## src/rtl/seg7_scan_ctrl_if.sv

```systemverilog
// Wrapper-side bus of the 7-segment scan controller: display data in, scan outputs back.
interface seg7_scan_ctrl_if #(
  parameter int unsigned AN_NUM = 8
);
  logic                  enable_i;
  logic [4*AN_NUM-1:0]   num_i;
  logic [AN_NUM-1:0]     digit_en_i;
  logic                  update_i;
  logic                  update_done_o;
  logic                  frame_o;
  logic [AN_NUM-1:0]     an_o;
  logic [6:0]            cath_o;

  // Register wrapper / bench side
  modport master (
    output enable_i, num_i, digit_en_i, update_i,
    input  update_done_o, frame_o, an_o, cath_o
  );

  // Scan controller side
  modport slave (
    input  enable_i, num_i, digit_en_i, update_i,
    output update_done_o, frame_o, an_o, cath_o
  );
endinterface

```

## src/rtl/seg7_scan_ctrl.sv

```systemverilog
// Time-multiplexed 7-segment scan controller with frame-synchronous double buffering.
module seg7_scan_ctrl #(
  parameter int unsigned AN_NUM       = 8,
  parameter int unsigned DIGIT_CYCLES = 1000,
  parameter int unsigned BLANK_CYCLES = 16
) (
  input logic             pclk_i,
  input logic             presetn_i,
  seg7_scan_ctrl_if.slave bus
);

  localparam int unsigned MaxCycles = (DIGIT_CYCLES > BLANK_CYCLES) ? DIGIT_CYCLES : BLANK_CYCLES;
  localparam int unsigned CntW      = $clog2(MaxCycles + 1);
  localparam int unsigned IdxW      = (AN_NUM > 1) ? $clog2(AN_NUM) : 1;
  localparam int unsigned NumW      = 4 * AN_NUM;

  localparam logic [CntW-1:0] BlankLast = CntW'(BLANK_CYCLES - 1);
  localparam logic [CntW-1:0] DigitLast = CntW'(DIGIT_CYCLES - 1);
  localparam logic [IdxW-1:0] IdxLast   = IdxW'(AN_NUM - 1);

  localparam logic [1:0] StIdle  = 2'd0;
  localparam logic [1:0] StBlank = 2'd1;
  localparam logic [1:0] StDrive = 2'd2;

  logic [1:0]        state_q, state_d;
  logic [IdxW-1:0]   idx_q, idx_d;
  logic [CntW-1:0]   cnt_q, cnt_d;
  logic [NumW-1:0]   stg_num_q, stg_num_d;
  logic [AN_NUM-1:0] stg_mask_q, stg_mask_d;
  logic              pend_q, pend_d;
  logic [NumW-1:0]   sh_num_q, sh_num_d;
  logic [AN_NUM-1:0] sh_mask_q, sh_mask_d;
  logic [AN_NUM-1:0] an_q, an_d;
  logic [6:0]        cath_q, cath_d;
  logic              frame_q, frame_d;
  logic              done_q, done_d;
  logic [3:0]        nib;

  function automatic logic [6:0] decode(input logic [3:0] h);
    logic [6:0] seg;
    case (h)
      4'h0:    seg = 7'h40;
      4'h1:    seg = 7'h79;
      4'h2:    seg = 7'h24;
      4'h3:    seg = 7'h30;
      4'h4:    seg = 7'h19;
      4'h5:    seg = 7'h12;
      4'h6:    seg = 7'h02;
      4'h7:    seg = 7'h78;
      4'h8:    seg = 7'h00;
      4'h9:    seg = 7'h10;
      4'hA:    seg = 7'h08;
      4'hB:    seg = 7'h03;
      4'hC:    seg = 7'h46;
      4'hD:    seg = 7'h21;
      4'hE:    seg = 7'h06;
      default: seg = 7'h0E;
    endcase
    return seg;
  endfunction

  // Next-state: staging capture, scan sequencing and shadow reload at frame boundaries
  always_comb begin
    state_d    = state_q;
    idx_d      = idx_q;
    cnt_d      = cnt_q;
    stg_num_d  = stg_num_q;
    stg_mask_d = stg_mask_q;
    pend_d     = pend_q;
    sh_num_d   = sh_num_q;
    sh_mask_d  = sh_mask_q;
    frame_d    = 1'b0;
    done_d     = 1'b0;

    // Latest request wins; overwrites any earlier staged value
    if (bus.update_i) begin
      stg_num_d  = bus.num_i;
      stg_mask_d = bus.digit_en_i;
      pend_d     = 1'b1;
    end

    if (!bus.enable_i && state_q != StIdle) begin
      // Pending update survives a disable and is applied from idle
      state_d = StIdle;
      idx_d   = '0;
      cnt_d   = '0;
    end else begin
      case (state_q)
        StIdle: begin
          idx_d = '0;
          cnt_d = '0;
          if (pend_q) begin
            sh_num_d  = stg_num_q;
            sh_mask_d = stg_mask_q;
            done_d    = 1'b1;
            pend_d    = bus.update_i;
          end
          if (bus.enable_i) state_d = StBlank;
        end
        StBlank: begin
          if (cnt_q == BlankLast) begin
            state_d = StDrive;
            cnt_d   = '0;
          end else begin
            cnt_d = cnt_q + CntW'(1);
          end
        end
        StDrive: begin
          if (cnt_q == DigitLast) begin
            state_d = StBlank;
            cnt_d   = '0;
            if (idx_q == IdxLast) begin
              idx_d   = '0;
              frame_d = 1'b1;
              // A request landing on the frame-end cycle bypasses staging
              if (bus.update_i) begin
                sh_num_d  = bus.num_i;
                sh_mask_d = bus.digit_en_i;
                done_d    = 1'b1;
                pend_d    = 1'b0;
              end else if (pend_q) begin
                sh_num_d  = stg_num_q;
                sh_mask_d = stg_mask_q;
                done_d    = 1'b1;
                pend_d    = 1'b0;
              end
            end else begin
              idx_d = idx_q + IdxW'(1);
            end
          end else begin
            cnt_d = cnt_q + CntW'(1);
          end
        end
        default: begin
          state_d = StIdle;
          idx_d   = '0;
          cnt_d   = '0;
        end
      endcase
    end
  end

  // Output decode from next state so anodes/cathodes are registered
  always_comb begin
    an_d   = '1;
    cath_d = 7'h7F;
    nib    = '0;
    for (int k = 0; k < AN_NUM; k++) begin
      if (idx_d == IdxW'(k)) nib = sh_num_d[4*k +: 4];
    end
    if (state_d == StDrive && sh_mask_d[idx_d]) begin
      an_d[idx_d] = 1'b0;
      cath_d      = decode(nib);
    end
  end

  // State and output registers
  always_ff @(posedge pclk_i or negedge presetn_i) begin
    if (!presetn_i) begin
      state_q    <= StIdle;
      idx_q      <= '0;
      cnt_q      <= '0;
      stg_num_q  <= '0;
      stg_mask_q <= '0;
      pend_q     <= 1'b0;
      sh_num_q   <= '0;
      sh_mask_q  <= '0;
      an_q       <= '1;
      cath_q     <= 7'h7F;
      frame_q    <= 1'b0;
      done_q     <= 1'b0;
    end else begin
      state_q    <= state_d;
      idx_q      <= idx_d;
      cnt_q      <= cnt_d;
      stg_num_q  <= stg_num_d;
      stg_mask_q <= stg_mask_d;
      pend_q     <= pend_d;
      sh_num_q   <= sh_num_d;
      sh_mask_q  <= sh_mask_d;
      an_q       <= an_d;
      cath_q     <= cath_d;
      frame_q    <= frame_d;
      done_q     <= done_d;
    end
  end

  assign bus.an_o          = an_q;
  assign bus.cath_o        = cath_q;
  assign bus.frame_o       = frame_q;
  assign bus.update_done_o = done_q;

endmodule

```

## src/flat_wrapper.sv

```systemverilog
// flat-port wrapper written by rule: the top's interface ports become plain ports
module seg7_scan_ctrl_flat 
#(
  parameter int unsigned AN_NUM       = 8,
  parameter int unsigned DIGIT_CYCLES = 1000,
  parameter int unsigned BLANK_CYCLES = 16
)
  (pclk_i, presetn_i, bus_enable_i, bus_num_i, bus_digit_en_i, bus_update_i, bus_update_done_o, bus_frame_o, bus_an_o, bus_cath_o);
  seg7_scan_ctrl_if #(.AN_NUM(AN_NUM)) bus_i ();
  input logic pclk_i;
  input logic presetn_i;
  input wire logic [$bits(bus_i.enable_i)-1:0] bus_enable_i;
  input wire logic [$bits(bus_i.num_i)-1:0] bus_num_i;
  input wire logic [$bits(bus_i.digit_en_i)-1:0] bus_digit_en_i;
  input wire logic [$bits(bus_i.update_i)-1:0] bus_update_i;
  output wire logic [$bits(bus_i.update_done_o)-1:0] bus_update_done_o;
  output wire logic [$bits(bus_i.frame_o)-1:0] bus_frame_o;
  output wire logic [$bits(bus_i.an_o)-1:0] bus_an_o;
  output wire logic [$bits(bus_i.cath_o)-1:0] bus_cath_o;
  assign bus_i.enable_i = bus_enable_i;
  assign bus_i.num_i = bus_num_i;
  assign bus_i.digit_en_i = bus_digit_en_i;
  assign bus_i.update_i = bus_update_i;
  assign bus_update_done_o = bus_i.update_done_o;
  assign bus_frame_o = bus_i.frame_o;
  assign bus_an_o = bus_i.an_o;
  assign bus_cath_o = bus_i.cath_o;
  seg7_scan_ctrl #(.AN_NUM(AN_NUM), .DIGIT_CYCLES(DIGIT_CYCLES), .BLANK_CYCLES(BLANK_CYCLES)) u_core (.pclk_i(pclk_i), .presetn_i(presetn_i), .bus(bus_i));
endmodule
```

## config.mk

```make
export PLATFORM = sky130hd
export DESIGN_NAME = seg7_scan_ctrl_flat
export DESIGN_NICKNAME = d
export VERILOG_FILES = /design/src/rtl/seg7_scan_ctrl_if.sv /design/src/rtl/seg7_scan_ctrl.sv /design/src/flat_wrapper.sv
export SDC_FILE = /design/constraint.sdc
export NUM_CORES = 1
export LEC_CHECK = 0
export BUFFER_PORTS_ARGS = -buffer_cell sky130_fd_sc_hd__buf_2
export CAP_MARGIN = 20
export CORE_MARGIN = 1.5
export CORE_UTILIZATION = 25
export CTS_BUF_LIST = sky130_fd_sc_hd__clkbuf_8
export CTS_CLUSTER_DIAMETER = 30
export CTS_CLUSTER_SIZE = 14
export DETAILED_ROUTE_END_ITERATION = 6
export PLACE_DENSITY_LB_ADDON = 0.08
export SETUP_SLACK_MARGIN = 0.1
export SYNTH_ARGS = -nofsm -noshare
export SYNTH_HDL_FRONTEND = slang
export SYNTH_SLANG_ARGS = --single-unit
```

## constraint.sdc

```tcl
create_clock -name pclk_i -period 3.8 [get_ports pclk_i]
set_input_delay 0.19 -clock pclk_i [delete_from_list [all_inputs] [get_ports pclk_i]]
set_output_delay 0.19 -clock pclk_i [all_outputs]
set_load 0.05 [all_outputs]
```

# After elaboration in Yosys (flattened, before gate mapping)
# Memory sizes are Yosys's and may differ from the RTL's.
# Index checks and enable logic that the tools add are counted.
[totals]
regBits = 113
rom_bits = 112
output_inout_bits = 17
elab_cells = 95
memories = 1
[memory_table]
columns = ["memory", "depth", "word_bits", "read_ports", "rd_ports_with_merged_regs", "write_ports", "line_no", "text"]
rows = [
  ["(name not given)", 16, 7, 1, 0, 0, "seg7_scan_ctrl.sv:41", "case (h)"],
]
[op_classes]
n_addsub = 2
magnitude_cmp = 2
n_eq_ne = 13
muxes = 57
bitwise_logic = 1
n_reduce_logical = 7
[op_table]
columns = ["cell", "n"]
rows = [
  ["32-bit 2-to-1 mux", 5],
  ["32-bit one-hot mux with 2 select lines", 1],
  ["8-bit 2-to-1 mux", 6],
  ["4-bit 2-to-1 mux", 8],
  ["10-bit 2-to-1 mux", 3],
  ["10-bit one-hot mux with 2 select lines", 1],
  ["1-bit 2-to-1 mux", 18],
  ["8-bit one-hot mux with 2 select lines", 1],
  ["3-bit == test, second input constant", 5],
  ["10-bit by 1-bit adder with 10-bit output, second input constant", 1],
  ["10-bit == test, second input constant", 1],
  ["10-bit by 4-bit == test with 1-bit output, second input constant", 1],
  ["3-bit 2-to-1 mux", 3],
  ["2-bit 2-to-1 mux", 4],
  ["8-bit inverter", 1],
  ["7-bit 2-to-1 mux", 1],
  ["3-bit by 2-bit == test with 1-bit output, second input constant", 2],
  ["2-bit one-hot mux with 3 select lines", 1],
  ["3-bit one-hot mux with 2 select lines", 1],
  ["2-bit == test, second input constant", 2],
  ["3-bit by 4-bit < comparator with 1-bit output, second input constant", 1],
  ["1-bit one-hot mux with 2 select lines", 2],
  ["3-bit by 1-bit adder with 3-bit output, second input constant", 1],
  ["1-bit binary-select mux with 3-bit select", 1],
  ["other kinds (9)", 11],
]

# Longest topological paths before layout
# Gate-level depths: netlist of the first run.
# An unclocked memory read counts as a cell.
[depth]
ltp_word = 16
mapped_depth = 16
mapped_depth_nobuf = 15

# Worst setup path before layout of the first run
# OpenSTA, ideal clock, no wires.
[synth_path]
path_type = "flip-flop to flip-flop"
start = "register u_core.idx_q[0]"
end = "register u_core.cath_q[3] (netlist: u_core.bus.cath_o[3])"
setup_ns = 0.098
t_arrival_ns = 3.241
setup_slack_ns = 0.461
stages_incl_launch_ff = 13
period_less_slack_ns = 3.339
cell_sequence = "dfrtp_1 ha_1 ha_1 or3b_2 nor4_1 o31ai_2 clkbuf_1 o211ai_1 o31ai_1 a221oi_2 ha_1 and2_1 o311ai_1"
[synth_via]
elab_chain_cells = 16
elab_cells_between_ends = 35
cone_classes = "add/sub: 1; eq/ne: 8; mux: 23; reduce/logical: 2; memory: 1"
[synth_rtl]
columns = ["item", "line_no", "text"]
rows = [
  ["start, declared", "seg7_scan_ctrl.sv:26", "logic [IdxW-1:0] idx_q, idx_d;"],
  ["start signal, assigned", "seg7_scan_ctrl.sv:174", "idx_q <= idx_d;"],
  ["3-bit by 1-bit adder with 3-bit output / 3-bit == test (equally long branches)", "seg7_scan_ctrl.sv:128, seg7_scan_ctrl.sv:112", ""],
  ["3-bit 2-to-1 mux", "seg7_scan_ctrl.sv:112", "if (idx_q == IdxLast) begin"],
  ["3-bit 2-to-1 mux", "seg7_scan_ctrl.sv:109", "if (cnt_q == DigitLast) begin"],
  ["3-bit one-hot mux with 2 select lines", "seg7_scan_ctrl.sv:88", "case (state_q)"],
  ["3-bit 2-to-1 mux", "seg7_scan_ctrl.sv:82", "if (!bus.enable_i && state_q != StIdle) begin"],
  ["3-bit logical NOT", "seg7_scan_ctrl.sv:149", "if (idx_d == IdxW'(k)) nib = sh_num_d[4*k +: 4];"],
  ["4-bit 2-to-1 mux (8 in series)", "seg7_scan_ctrl.sv:149", ""],
  ["memory read 16 x 7 bit", "-", ""],
  ["7-bit 2-to-1 mux (*)", "seg7_scan_ctrl.sv:151", "if (state_d == StDrive && sh_mask_d[idx_d]) begin"],
  ["via u_core.cath_d[3]", "seg7_scan_ctrl.sv:34", "logic [6:0] cath_q, cath_d;"],
  ["end signal, assigned", "seg7_scan_ctrl.sv:182", "cath_q <= cath_d;"],
  ["end, declared", "seg7_scan_ctrl.sv:34", ""],
]
# Mark *: on every way through the listed nets, which the timed path passes. The rest lies on a longest branch. The select of a mux whose other input is x is not followed.
# A chain may end at the register's enable or synchronous reset.

# Worst setup path after layout of the first run
[layout_path]
start = "register u_core.state_q[0]"
end = "register u_core.cath_q[0] (netlist: u_core.bus.cath_o[0])"
[layout_via]
elab_chain_cells = 14
elab_cells_between_ends = 38
cone_classes = "eq/ne: 10; mux: 22; reduce/logical: 5; memory: 1"
[layout_rtl]
columns = ["item", "line_no", "text"]
rows = [
  ["start, declared", "seg7_scan_ctrl.sv:25", "logic [1:0] state_q, state_d;"],
  ["start signal, assigned", "seg7_scan_ctrl.sv:160", "state_q <= StIdle;"],
  ["start signal, assigned", "seg7_scan_ctrl.sv:173", "state_q <= state_d;"],
  ["2-bit == test (tied with other cells)", "seg7_scan_ctrl.sv:88", ""],
  ["3-bit one-hot mux with 2 select lines / 1-bit logical AND (equally long branches)", "seg7_scan_ctrl.sv:88, seg7_scan_ctrl.sv:82", ""],
  ["3-bit 2-to-1 mux", "seg7_scan_ctrl.sv:82", ""],
  ["3-bit logical NOT", "seg7_scan_ctrl.sv:149", ""],
  ["4-bit 2-to-1 mux (8 in series)", "seg7_scan_ctrl.sv:149", ""],
  ["memory read 16 x 7 bit", "-", ""],
  ["7-bit 2-to-1 mux (*)", "seg7_scan_ctrl.sv:151", ""],
  ["via u_core.cath_d[0]", "seg7_scan_ctrl.sv:34", ""],
]
# Marks and branches as above.

==> results of run 1 <==
## kinds of logic after synthesis
logic type | Yosys count | share of synthesized area, %
flops | 113 | 45.9
fa+ha+maj | 13 | 2.62
xor+xnor | 8 | 1.13
simple gates | 154 | 11.8
mux | 81 | 14.1
buf+inv | 75 | 5.51
compound gates | 162 | 19.1
## stage by stage
step	instance area, µm²	util [%]	setup slack [ps]	total power [mW]	hold slack (ps)
after global routing	7800	32.1	83.7	5.28	16.3
after floorplan	6200	-	461	3.07	-106
after CTS	7750	31.9	151	4.98	1.56
final	7800	32.1	274	4.93	35.3
after detailed placement	6940	28.6	33.7	3.68	317
after global placement	6940	28.6	77.9	3.66	315
## layer usage
layer | global-route usage (%) | part of all wire (%) | up-vias | routed length (µm)
met2 | 23.8 | 48 | 95 | 9020
met4 | 5.14 | 1.9 | 0 | 366
met1 | 20.1 | 47 | 2595 | 8900
met5 | 0 | 0 | - | 0
li1 | - | - | 2422 | -
met3 | 3.38 | 3.5 | 20 | 663
## state kept, by name, indices dropped and copies added (netlist names)
| register | count |
|---|---|
| u_core.stg_mask_q | 8 |
| u_core.bus.frame_o | 1 |
| u_core.idx_q | 3 |
| u_core.bus.an_o | 8 |
| u_core.sh_num_q | 32 |
| u_core.state_q | 2 |
| u_core.pend_q | 1 |
| u_core.sh_mask_q | 8 |
| u_core.bus.update_done_o | 1 |
| u_core.cnt_q | 10 |
| u_core.stg_num_q | 32 |
| u_core.bus.cath_o | 7 |
## worst max-delay path: stages (launching register included)
cell and delay, ps:
dfrtp_1 430, inv_1 120, ha_2 330, o211ai_1 270
or4_4 630, a2bb2oi_2 200, a21oi_2 200, o221ai_2 130
o2bb2ai_1 160, a32o_2 260, inv_1 150, ha_1 230
nor2_1 60, o2bb2ai_1 120, o21ai_0 160
## report_power, final
| part | internal, mW | switching [mW] |
|---|---|---|
| logic | 0.937 | 1.14 |
| clock network | 0.672 | 0.532 |
| registers | 1.47 | 0.182 |
| total | 3.08 | 1.85 |
## layout by cell type, fill, tap and decap left out, types with 3 or more instances in the layout
cell           count
nand2_1           67
xor2_1             4
a221o_1           24
o211ai_1          21
nand3_1           18
a31oi_1            3
bufinv_16          3
dfrtp_1           97
a21oi_1           20
o221ai_1           4
buf_2             59
clkbuf_8          19
mux2i_1           32
mux2_2            49
nor2b_1           11
dfstp_2           15
inv_1             37
nor3_1             4
nand2b_1           3
clkinv_2           4
o21ai_0           44
dlygate4sd3_1     38
a21o_1             8
o2111ai_1          3
and2_1             3
ha_1              11
xnor2_1            4
a211o_1            6
and3_1             4
buf_4             32
o31ai_1            3
nor2_1            28
## repair_timing
item                                    in CTS  in global routing
buffers inserted                             3                  3
cloned                                       0                  1
endpoints found under the hold margin       75                  1
hold buffers                                37                  1
pin swaps                                    1                  1
resized for setup                            1                  5
endpoints found under the setup margin       6                  7
## how the worst max path moves through the flow
stage,startpoint,endpoint,slack (ps),depth (start not counted)
after global routing,u_core.state_q[0],u_core.bus.cath_o[3],80,16
after floorplan,u_core.idx_q[0],u_core.bus.cath_o[3],460,12
after global placement,u_core.state_q[0],u_core.bus.cath_o[3],80,13
after CTS,u_core.state_q[0],u_core.bus.cath_o[0],150,14
final,u_core.state_q[0],u_core.bus.cath_o[0],270,14
after detailed placement,u_core.state_q[0],u_core.bus.cath_o[3],30,13
## layout make-up
cell class	count	area share, %
flip-flops and latches	113	36.5
inverters	36	1.73
clock inverters	13	1.86
repair buffers	131	12.3
clock buffers	19	3.35
multi-input cells	419	39.1
well taps	324	5.20
==> results.ini, run 1 <==
[run_status]
outcome=finished, final reports clean

[critical_path]
startpoint_type=register
reg2regPathDepth=14
required_ps=4150
worstPathArrival_ps=3880
timing.reg2reg.setup_slack_ps=270
cp-end-kind=register
r2r_start=u_core.state_q[0]
crit_type=reg2reg
crit_fanout=14
r2r-end=u_core.bus.cath_o[0]

[synthesis]
synthTopCellsByArea=dfrtp_1 (40%), mux2_2 (8.9%), dfstp_2 (6.4%), mux2i_1 (5.2%), nand2_1 (4.1%)
syn_area_per_cell_um2=10.2
synthCells=606
ys_types=67
synth_common_cells=dfrtp_1 (98), nand2_1 (67), mux2_2 (49), o21ai_0 (45), inv_1 (34)
ys_ff_latch=113
synth_edf_count=0
synth_nets=663
synth_ff_type=dfrtp_1
ys_seq_area_share_pct=45.9
synth-async-reset-ratio_pct=100
netlist_area_um2=6200
synth_most_common_cell=dfrtp_1
netlist.area_leader.share_pct=39.5
synth.largest_area_cell=dfrtp_1
yosysWarnings=0

[power_and_ir_drop]
vdd.ir_drop.worst_mv=0.202
p_leak_nw=3.46
powerDensity_nw_per_um2=632

[clocking]
cts.path.max_buffers=2
clkTransAtPathRegs_ps=80
clock_sinks=113
numCtsBuffers=17
cts_tree=done
htreeDepth=4
root_buffer=clkbuf_8
clk_latency_ps=440

[timing]
tns_ps=0
rsz0062_at_grt=true
max_slew_margin_pct=47.4
tightest_slew_ps=788
hold_violations=0
fin_skew_ps=14.3
slew_violations=0
fin_crit_ps=3530
period_share_pct=92.8
setup-violations-final=0
clock.fmax_ghz=0.284

[global_routing]
track_usage_pct=15.0
antenna_found_initial=0
grt_pass1_wl_um=29700
grt.overflow.total=0
grt_pass1_vias=5194
grt_max_degree=75

[layout]
fin_cells=1055
seqCellArea_um2=2850
nNetsFinal=775
syn_to_final_growth_pct=25.7
multiInputGateArea_um2=3050
antennaDiodeCount=0
drive_above_1_share_pct=28.6
fill_cells=2528

[min_path]
hold_path_class=in2reg
whs_endpoint=u_core.stg_num_q[9]
holdPathStages=3
hp-start=bus_num_i[9]

[placed_design]
io_buffer_count=60
dp_hpwl_um=12500
gp_congestion=0.723
dp_cells=978

[die]
die-area_um2=25800
fp-row-count=57
coreArea_um2=24300
boundaryPins=61
die_h_um=161
die_w_um=161
initial_utilization_pct=25.5

[drt]
first_pass_iters=5
wire_per_inst_um=18.0
initialDrtViolationCount=242
ant_nets=0
drc=0
vias=5132
wl_um=18900
viasPerCell=4.86

[run]
cap_violations=0

Power figures use the tool's default switching activity.
==> run 2, diff against run 1 <==
Settings changed: CORE_ASPECT_RATIO set to 1.4.
==> results.ini, run 2 (synthesized netlist as in run 1, its figures left out) <==
[run_status]
outcome=finished, final reports clean  ; unchanged

[timing]
period_share_pct=91.1  ; was 92.8%
slew_violations=0  ; unchanged
setup-violations-final=0  ; unchanged
max_slew_margin_pct=55.7  ; was 47.4%
fin_crit_ps=3460  ; was 3530 ps
timing.final.ws_setup_ps=339  ; was 274 ps
hold_slack_ps=40.3  ; was 35.3 ps
clock.fmax_ghz=0.289  ; was 0.284 GHz
fin_skew_ps=15.8  ; was 14.3 ps
tightest_slew_ps=647  ; was 788 ps
hold_violations=0  ; unchanged
tns_ps=0  ; unchanged
rsz0062_at_grt=false  ; was true

[critical_path]
worstPathArrival_ps=3820  ; was 3880 ps
r2r-end=u_core.bus.cath_o[0]  ; unchanged
required_ps=4160  ; was 4150 ps
reg2regPathDepth=14  ; unchanged
path_buf_inv=3  ; was 2
critPathMostFrequentCell=inv_1
crit_start=u_core.state_q[0]  ; unchanged
slowest_delay_ps=660  ; was 630 ps
crit_fanout=19  ; was 14
slowest_stage=or4_4  ; unchanged
cp_num_cells=14  ; unchanged
cp-end-kind=register  ; unchanged
path_cells=inv_1, ha_2, o211ai_1, or4_4, buf_4, a21oi_1, a221o_1, a22oi_1, a32o_2, inv_1, ha_1, nor2_1, o2bb2ai_1, o21ai_0  ; was inv_1, ha_2, o211ai_1, or4_4, a2bb2oi_2, a21oi_2, o221ai_2, o2bb2ai_1, a32o_2, inv_1, ha_1, nor2_1, o2bb2ai_1, o21ai_0
crit_end=u_core.bus.cath_o[0]  ; unchanged
r2r_start=u_core.state_q[0]  ; unchanged
path_delay_family=compound AO/OA/AOI/OAI gates  ; unchanged
crit_type=reg2reg  ; unchanged
startpoint_type=register  ; unchanged
timing.reg2reg.setup_slack_ps=340  ; was 270 ps

[drt]
wl_met2_um=9520  ; was 9020 µm
ant_nets=0  ; unchanged
viasPerCell=4.82  ; was 4.86
initialDrtViolationCount=224  ; was 242
wl_met1_um=8970  ; was 8900 µm
wire_per_inst_um=18.4  ; was 18.0 µm
drc=0  ; unchanged
vias=5078  ; was 5132
first_pass_iters=4  ; was 5
wl_um=19300  ; was 18900 µm
met3_length_um=498  ; was 663 µm
top_layer=met4  ; unchanged

[global_routing]
track_usage_pct=15.7  ; was 15.0%
grt_pass1_wl_um=30600  ; was 29700 µm
grt.overflow.total=0  ; unchanged
grt_pass1_vias=5310  ; was 5194
grt_max_degree=75  ; unchanged
antenna_found_initial=0  ; unchanged

[die]
die-area_um2=25800  ; about the same
initial_utilization_pct=25.3  ; was 25.5%
fp-row-count=68  ; was 57
die_w_um=136  ; was 161 µm
coreArea_um2=24500  ; was 24300 µm²
boundaryPins=61  ; unchanged
die_h_um=189  ; was 161 µm

[layout]
antennaDiodeCount=0  ; unchanged
layout_commonest_cell=dfrtp_1  ; unchanged
fill_cells=2558  ; was 2528
nNetsFinal=782  ; was 775
final_cell_mix=dfrtp_1 (97), nand2_1 (67), buf_2 (59)  ; unchanged
drive_above_1_share_pct=28.9  ; was 28.6%
top_regs=u_core.sh_num_q: 32 flops, u_core.stg_num_q: 32 flops, u_core.cnt_q: 10 flops  ; unchanged
final_util_pct=32.1  ; about the same
design_area_um2=7870  ; was 7800 µm²
syn_to_final_growth_pct=26.8  ; was 25.7%

[min_path]
hold_path_class=in2reg  ; unchanged
holdPathStages=3  ; unchanged

[placed_design]
gp_congestion=0.850  ; was 0.723
place_area_um2=6990  ; was 6940 µm²
dp_hpwl_um=13200  ; was 12500 µm
pre_cts_slack_ps=146  ; was 33.7 ps
io_buffer_count=60  ; unchanged

[run]
cap_violations=0  ; unchanged

[clocking]
numCtsBuffers=17  ; unchanged
root_buffer=clkbuf_8  ; unchanged
clk_latency_ps=460  ; was 440 ps
cts.path.max_buffers=2  ; unchanged
htreeDepth=4  ; unchanged
cts_tree=done  ; unchanged
clock_sinks=113  ; unchanged
clkTransAtPathRegs_ps=80  ; about the same

[power_and_ir_drop]
p_leak_nw=3.51  ; was 3.46 nW
clkPwrFrac_pct=25.2  ; was 24.4%
p_sw_share_pct=37.3  ; was 37.5%
vdd.ir_drop.worst_mv=0.248  ; was 0.202 mV
powerDensity_nw_per_um2=637  ; was 632 nW/µm²
seqPwrFrac_pct=33.1  ; was 33.5%
power.share.combinational_pct=41.6  ; was 42.1%
internal_power_mw=3.14  ; was 3.08 mW
p_sw_mw=1.87  ; was 1.85 mW

-- run 2: changes by cell type in the layout (fill, tap and decap cells not counted), sizes merged --
| cell | change |
|---|---|
| buf | +6 |
| clkinvlp | +1 |
| bufinv | +1 |
| dlygate4sd3 | +2 |
| clkinv | -2 |
| or4 | -1 |
-- run 2: power by group through the flow --
stage / Combinational, mW / Sequential [mW] / Clock, mW
after CTS: 2.11 / 1.66 / 1.31
after floorplan: 1.47 / 1.61 / 0
after detailed placement: 2.07 / 1.68 / 0
after global placement: 2.05 / 1.68 / 0
final: 2.09 / 1.66 / 1.27
after global routing: 2.31 / 1.70 / 1.36
-- run 2: worst min path at each step --
stage / from / endpoint / slack (ps)
after floorplan: presetn_i / u_core.bus.frame_o / -110
after global placement: presetn_i / u_core.stg_num_q[9] / 230
after detailed placement: presetn_i / u_core.stg_num_q[9] / 240
after CTS: bus_num_i[28] / u_core.stg_num_q[28] / 10
after global routing: bus_num_i[28] / u_core.stg_num_q[28] / 30
final: bus_num_i[28] / u_core.stg_num_q[28] / 40
-- run 2: timing repair --
item	4_1_cts	5_1_grt
hold buffers	40	0
resized for setup	0	4
endpoints found under the setup margin	0	7
setup buffers	0	3
hold endpoints to repair	78	0
-- run 2: through the flow --
step           power (mW)  std cells
2_1_floorplan        3.07        606
6_report             5.01       1053
5_1_grt              5.36       1053
3_3_place_gp         3.73        978
3_5_place_dp         3.75        978
4_1_cts              5.08       1050
-- run 2: layout make-up --
type	count	area [µm²]	area share, %
multi-input combinational	418	3050	38.8
sequential	113	2850	36.2
timing repair buffer	139	1010	12.8
tap	315	394	5.01
clock buffer	19	262	3.32
clock inverter	13	169	2.15
inverter	36	135	1.72
-- run 2: worst reg2reg max path: cells and delay by family, from the launching register on --
kind / cells / cell delay [ps]
fa+ha+maj: 2 / 500
buf+inv: 3 / 540
simple gates: 2 / 730
compound gates: 7 / 1160
flops: 1 / 430
-- run 2: layer usage --
layer,vias to the layer above,track usage (%)
met4,0,5.36
met3,24,2.84
li1,2432,-
met2,92,26.1
met1,2530,20.2
met5,-,0
